===== config.mk =====
export PLATFORM = sky130hd
export DESIGN_NAME = regwrite_scoreboard
export DESIGN_NICKNAME = d
export VERILOG_FILES = /design/src/rtl/regwrite_scoreboard.sv
export SDC_FILE = /design/constraint.sdc
export NUM_CORES = 1
export LEC_CHECK = 0
export CAP_MARGIN = 20
export CORE_MARGIN = 3
export CORE_UTILIZATION = 32
export CTS_CLUSTER_SIZE = 10
export DETAILED_ROUTE_END_ITERATION = 8
export GPL_TIMING_DRIVEN = 0
export PLACE_DENSITY = 0.56
export SLEW_MARGIN = 20
export SYNTH_ARGS = -nofsm -noshare
export SYNTH_HDL_FRONTEND = slang
export SYNTH_SLANG_ARGS = --single-unit
export TNS_END_PERCENT = 5

===== constraint.sdc =====
create_clock -name Clk -period 3.8 [get_ports Clk]
set_clock_uncertainty 0.1 [all_clocks]
set_input_delay 0.95 -clock Clk [delete_from_list [all_inputs] [get_ports Clk]]
set_output_delay 0.95 -clock Clk [all_outputs]
set_load 0.01 [all_outputs]

===== src/rtl/regwrite_scoreboard.sv =====
// Register-write scoreboard: checks core RegWrite traffic against a FIFO of expected writes.
// Optional SCOREBOARD_ZERO_FILTER_EN ignores writes to register 0.
module regwrite_scoreboard #(
  parameter int DATA_W  = 32,
  parameter int ADDR_W  = 5,
  parameter int DEPTH   = 8,
  parameter int CNT_W   = 16,
  parameter int TIMEOUT = 64
) (
  input  logic                       Clk,
  input  logic                       Reset,
  input  logic                       clear,
  input  logic                       exp_valid,
  output logic                       exp_ready,
  input  logic [ADDR_W-1:0]          exp_addr,
  input  logic [DATA_W-1:0]          exp_data,
  input  logic                       RegWrite,
  input  logic [ADDR_W-1:0]          WriteReg,
  input  logic [DATA_W-1:0]          WriteData,
  output logic [CNT_W-1:0]           match_count,
  output logic [CNT_W-1:0]           err_count,
  output logic                       mismatch,
  output logic                       fail,
  output logic                       timeout,
  output logic [$clog2(DEPTH+1)-1:0] fifo_level,
  output logic [1:0]                 state
);

  localparam int LVL_W = $clog2(DEPTH + 1);
  localparam int PTR_W = $clog2(DEPTH);
  localparam int TMR_W = $clog2(TIMEOUT + 1);
  localparam int ENT_W = ADDR_W + DATA_W;

  typedef enum logic [1:0] {
    S_IDLE  = 2'd0,
    S_ARMED = 2'd1,
    S_FAIL  = 2'd2,
    S_TOUT  = 2'd3
  } state_t;

  state_t            stateQ, stateD;
  logic [ENT_W-1:0]  mem [DEPTH];
  logic [PTR_W-1:0]  rdPtr, wrPtr;
  logic [LVL_W-1:0]  level, levelD;
  logic [TMR_W-1:0]  idleTmr;
  logic [CNT_W-1:0]  matchCnt, errCnt;
  logic              mismatchQ, failQ, toutQ;
  logic              full, empty, obsWrite;
  logic              push, pop, hit, err, timerHit;

  assign full  = level == LVL_W'(DEPTH);
  assign empty = level == '0;

`ifdef SCOREBOARD_ZERO_FILTER_EN
  assign obsWrite = RegWrite && (WriteReg != '0);
`else
  assign obsWrite = RegWrite;
`endif

  // push uses registered full, so a same-edge pop never frees a slot
  assign push   = exp_valid && !full;
  assign pop    = obsWrite && !empty;
  assign hit    = pop && (mem[rdPtr] == {WriteReg, WriteData});
  assign err    = obsWrite && !hit;
  assign levelD = level + LVL_W'(push) - LVL_W'(pop);

  assign timerHit = !obsWrite &&
    ((idleTmr + TMR_W'(1)) >= TMR_W'(TIMEOUT));

  always_comb begin
    stateD = stateQ;
    unique case (stateQ)
      S_IDLE:
        if (levelD != '0) stateD = S_ARMED;
      S_ARMED:
        if (timerHit) stateD = S_TOUT;
        else if (levelD == '0) stateD = S_IDLE;
      default: stateD = stateQ;
    endcase
    if (err) stateD = S_FAIL;
  end

  always_ff @(posedge Clk) begin
    if (push && !clear && !Reset)
      mem[wrPtr] <= {exp_addr, exp_data};
  end

  always_ff @(posedge Clk or posedge Reset) begin
    if (Reset) begin
      rdPtr     <= '0;
      wrPtr     <= '0;
      level     <= '0;
      idleTmr   <= '0;
      matchCnt  <= '0;
      errCnt    <= '0;
      mismatchQ <= 1'b0;
      failQ     <= 1'b0;
      toutQ     <= 1'b0;
      stateQ    <= S_IDLE;
    end else if (clear) begin
      rdPtr     <= '0;
      wrPtr     <= '0;
      level     <= '0;
      idleTmr   <= '0;
      matchCnt  <= '0;
      errCnt    <= '0;
      mismatchQ <= 1'b0;
      failQ     <= 1'b0;
      toutQ     <= 1'b0;
      stateQ    <= S_IDLE;
    end else begin
      if (push) wrPtr <= wrPtr + PTR_W'(1);
      if (pop)  rdPtr <= rdPtr + PTR_W'(1);
      level <= levelD;
      if (hit && matchCnt != '1)
        matchCnt <= matchCnt + CNT_W'(1);
      if (err && errCnt != '1)
        errCnt <= errCnt + CNT_W'(1);
      mismatchQ <= err;
      stateQ    <= stateD;
      failQ     <= stateD == S_FAIL;
      if (stateD == S_TOUT) toutQ <= 1'b1;
      // timer only runs while staying in ARMED without a write
      if (stateQ == S_ARMED && stateD == S_ARMED && !obsWrite)
        idleTmr <= idleTmr + TMR_W'(1);
      else
        idleTmr <= '0;
    end
  end

  assign exp_ready   = !full;
  assign match_count = matchCnt;
  assign err_count   = errCnt;
  assign mismatch    = mismatchQ;
  assign fail        = failQ;
  assign timeout     = toutQ;
  assign fifo_level  = level;
  assign state       = stateQ;

endmodule


==> impl_metrics.csv <==
group,metric,value,unit
clock_tree,cts_inserted_buffers,42,
routing,dr.first_iter.drc_count,653,
cells_and_area,layout.cells.non_filler,1616,
pwr,p_per_area,535.9,nW/um^2
cells_and_area,drive_gt1_share,20.43,%
timing,fmax,276.7,MHz
clock_tree,h-tree-depth,2,
timing,drv_slew,0,
placed_design,io_buffers,120,
flow_run,maxCapViolations,0,
worst_hold_path,hp-start,"idleTmr[0]$_DFF_PP0_",
timing,worst_pin_slew,0.8074,ns
cells_and_area,area_delta_synth_final,25.97,%
global_routing,grt-ovfl-total,0,
worst_setup_path,slowest_delay,0.41,ns
clock_tree,cts.sinks,350,
synth,postSynth.asyncResetShare,15.43,%
worst_setup_path,worstPathCellList,"buf_6 > buf_6 > buf_6 > buf_6 > mux2i_2 > xor2_1 > nand4_1 > nor4_2 > and3_2 > buf_4 > nand4_1 > mux2_1",
placed_design,gp_congestion,0.8083,
worst_setup_path,critical_path_class,"reg -> reg",
synth,ys_seq_area_share,70.25,%
routing,vias_per_cell,5.046,
worst_setup_path,cp.arrival,3.93,ns
routing,firstDrtPassIters,5,
routing,vias,8154,
floorplan,die_area,48150,sq um
global_routing,grt_pass1_vias,8354,
placed_design,dp_hpwl,24.50,mm
floorplan,floorplan.initialDensity,32.68,%
cells_and_area,final_util,41.17,%
routing,wl_per_cell,22.14,um
pwr,ir_worst_vdd,317.0,uV
worst_setup_path,crit_family,"buffers and inverters",
worst_hold_path,hold_path_depth,1,
synth,synthFlopType,"edfxtp_1",
clock_tree,clkTransAtPathRegs,0.05,ns
global_routing,antenna_found_initial,3,
clock_tree,clk_latency,0.56,ns
placed_design,dp_cells,1555,
timing,final-setup-viol-count,0,
worst_hold_path,min_path_type,"reg -> reg",
worst_setup_path,endpoint_kind,"flop",
pwr,p_leak,0.006087,uW
synth,syn_inst,822,
worst_setup_path,crit_slowest_cell,"dfrtp_2",
synth,syn_area_per_cell,17.73,sq um
worst_setup_path,r2r_slack,0.19,ns
worst_setup_path,start_kind,"flop",
cells_and_area,fin_nets,1097,
floorplan,io-pin-count,121,
worst_setup_path,worstPathRequired,4.12,ns
worst_setup_path,worst-path-max-fanout,10,
worst_setup_path,reg2reg_to,"match_count[9]$_DFFE_PP0P_",
synth,synth_warnings,0,
clock_tree,cts_hold_buf,0,
synth,mappedNetlistNets,913,
worst_setup_path,worst-path-buf-inv,5,
global_routing,grt_max_degree,55,
routing,antenna_left,0,
routing,drcViolationCount,0,
worst_setup_path,r2r_start,"rdPtr[0]$_DFFE_PP0P_",
cells_and_area,fillCellCount,4012,
global_routing,grt_usage,15.11,%
clock_tree,cts_tree,"done",
worst_hold_path,hold_path_end,"idleTmr[0]$_DFF_PP0_",
timing,grt_setup_unrepaired,"yes",
synth,synth_edf_count,296,
outcome,status,"complete, no violations",
routing,routed_wirelength,35.78,mm
timing,post-route-period-util,95.09,%
synth,ys_seq_elements,350,
clock_tree,cts_max_path_buffers,3,
floorplan,rows,77,
clock_tree,root_buffer,"clkbuf_16",
worst_setup_path,crit_path_frequent_cell,"buf_6",
timing,min_period,3.614,ns
floorplan,dieWidth,219.4,um
global_routing,grt_pass1_wl,53.63,mm
synth,syn_area,14580,sq um
synth,synth_cell_type_count,57,
timing,hold_viol,0,
timing,slew_headroom,46.00,%
worst_setup_path,reg2regPathDepth,12,
floorplan,core,44610,sq um
floorplan,die_h,219.4,um
==> power breakdown <==
part	switching, uW	leakage (uW)	total [uW]	internal [uW]
Clock	1490	0.000589	3600	2100
Sequential	60.1	0.00340	4330	4270
Combinational	1020	0.00210	1920	894
Total	2580	0.00609	9840	7260
==> layout by cell type, fill, tap and decap left out, types with 11 or more instances in the layout <==
| cell type | n |
|---|---|
| nand4_1 | 22 |
| inv_1 | 15 |
| clkdlybuf4s50_1 | 120 |
| nand3_1 | 25 |
| and3_1 | 16 |
| mux2_1 | 11 |
| xor2_1 | 32 |
| edfxtp_1 | 296 |
| clkbuf_1 | 18 |
| nor2_1 | 34 |
| dfrtp_1 | 51 |
| a21oi_1 | 16 |
| mux4_2 | 70 |
| mux2i_1 | 34 |
| nor2b_1 | 12 |
| clkbuf_16 | 43 |
| ha_1 | 11 |
| nand2_1 | 19 |
==> worst max-delay path by stage <==
| stage | from | slack [ns] | depth (start not counted) | to |
|---|---|---|---|---|
| 3_5_place_dp | RegWrite | -0.75 | 12 | idleTmr[5]$_DFF_PP0_ |
| 5_1_grt | rdPtr[0]$_DFFE_PP0P_ | -0.01 | 12 | match_count[9]$_DFFE_PP0P_ |
| 6_report | rdPtr[0]$_DFFE_PP0P_ | 0.19 | 12 | match_count[9]$_DFFE_PP0P_ |
| 3_3_place_gp | exp_valid | -4.68 | 5 | mem[1][22]$_DFFE_PP_ |
| 4_1_cts | rdPtr[1]$_DFFE_PP0P_ | 0.007 | 9 | err_count[5]$_DFFE_PP0P_ |
| 2_1_floorplan | exp_valid | -0.68 | 4 | mem[1][0]$_DFFE_PP_ |
==> final cells by class <==
class	count	area [sq um]	area share, %
Buffer	32	220.2	1.199
Multi-Input combinational cell	421	4279	23.30
Antenna cell	1	2.502	0.01363
Clock inverter	4	73.82	0.4020
Tap cell	592	740.7	4.034
Sequential cell	350	10240	55.79
Clock buffer	57	1149	6.255
Inverter	17	66.31	0.3611
Timing Repair Buffer	142	1588	8.647
==> synth_stat cells (all sizes together) (3+ instances only) <==
| cell | number | area share [%] |
|---|---|---|
| inv | 16 | 0.41 |
| o21a | 3 | 0.15 |
| nand3 | 25 | 0.86 |
| o21ai | 8 | 0.27 |
| and4 | 3 | 0.18 |
| mux4 | 70 | 11 |
| xnor2 | 6 | 0.36 |
| nand4 | 22 | 0.94 |
| ha | 11 | 0.94 |
| or2 | 3 | 0.13 |
| a31oi | 4 | 0.17 |
| nor3 | 5 | 0.17 |
| edfxtp | 296 | 61 |
| nand2 | 19 | 0.49 |
| mux2 | 20 | 1.5 |
| o22ai | 4 | 0.17 |
| nor4 | 8 | 0.43 |
| and3 | 17 | 0.73 |
| or3 | 7 | 0.30 |
| nor2b | 12 | 0.52 |
| o41ai | 4 | 0.24 |
| dfrtp | 54 | 9.3 |
| nand2b | 6 | 0.26 |
| a21oi | 17 | 0.58 |
| clkbuf | 12 | 0.31 |
| and2 | 5 | 0.21 |
| xor2 | 41 | 2.5 |
| buf | 22 | 1.0 |
| mux2i | 37 | 2.5 |
| nor2 | 40 | 1.0 |
==> sequential cells by signal, indices dropped and copies added (netlist names) <==
signal and count:
state 2, match_count 16, mismatch 1, idleTmr 7
fail 1, timeout 1, rdPtr 3, wrPtr 3
mem 296, err_count 16, fifo_level 4
==> per-layer routing <==
layer  up-vias  global-route usage (%)  part of all wire (%)
met4         4                   5.444                   3.3
met2       252                   23.50                    46
met3        67                   3.185                   6.1
met1      4210                   21.00                    44
met5         -                       0                 0.064
li1       3621                       -                     -
==> repair_timing <==
| item | in CTS | in global routing |
|---|---|---|
| endpoints found under the setup margin | 43 | 38 |
| buffers inserted | 1 | 0 |
| resized for setup | 20 | 20 |
| pin swaps | 3 | 3 |
==> cells by family (layout without fill, tap and decap cells) <==
group	Yosys count	in the layout	synth area share [%]
fa+ha+maj	12	12	1.082
flops	350	350	70.25
mux	127	127	14.90
xor+xnor	47	47	2.824
buf+inv	51	252	1.768
simple gates	181	181	6.798
other cells	1	2	0.02573
compound gates	53	53	2.352
==> stage by stage <==
step / cell area [sq um] / hold WS (ns) / setup WS [ns] / TNS, ns / total power (uW)
finish: 18360 / 0.3600 / 0.1864 / 0 / 9841
global route: 18360 / 0.4097 / -0.01236 / -0.01236 / 10300
global placement: 16520 / 0.3451 / -4.679 / -849.10 / 6237
detailed placement: 16960 / 0.3477 / -0.7488 / -23.81 / 6273
floorplan: 14580 / 0.3251 / -0.6804 / -25.17 / 5622
CTS: 18260 / 0.3615 / 0.007430 / 0 / 9941
==> worst reg2reg max path: cells and delay by family, from the launching register on <==
kind / cells / cell delay (ns)
DFF: 1 / 0.41
and+or+nand+nor: 4 / 0.95
xor gates and xnor gates: 1 / 0.27
muxes: 2 / 0.66
buffers and inverters: 5 / 1.08
No activity file was read; power rests on OpenSTA's default activity.
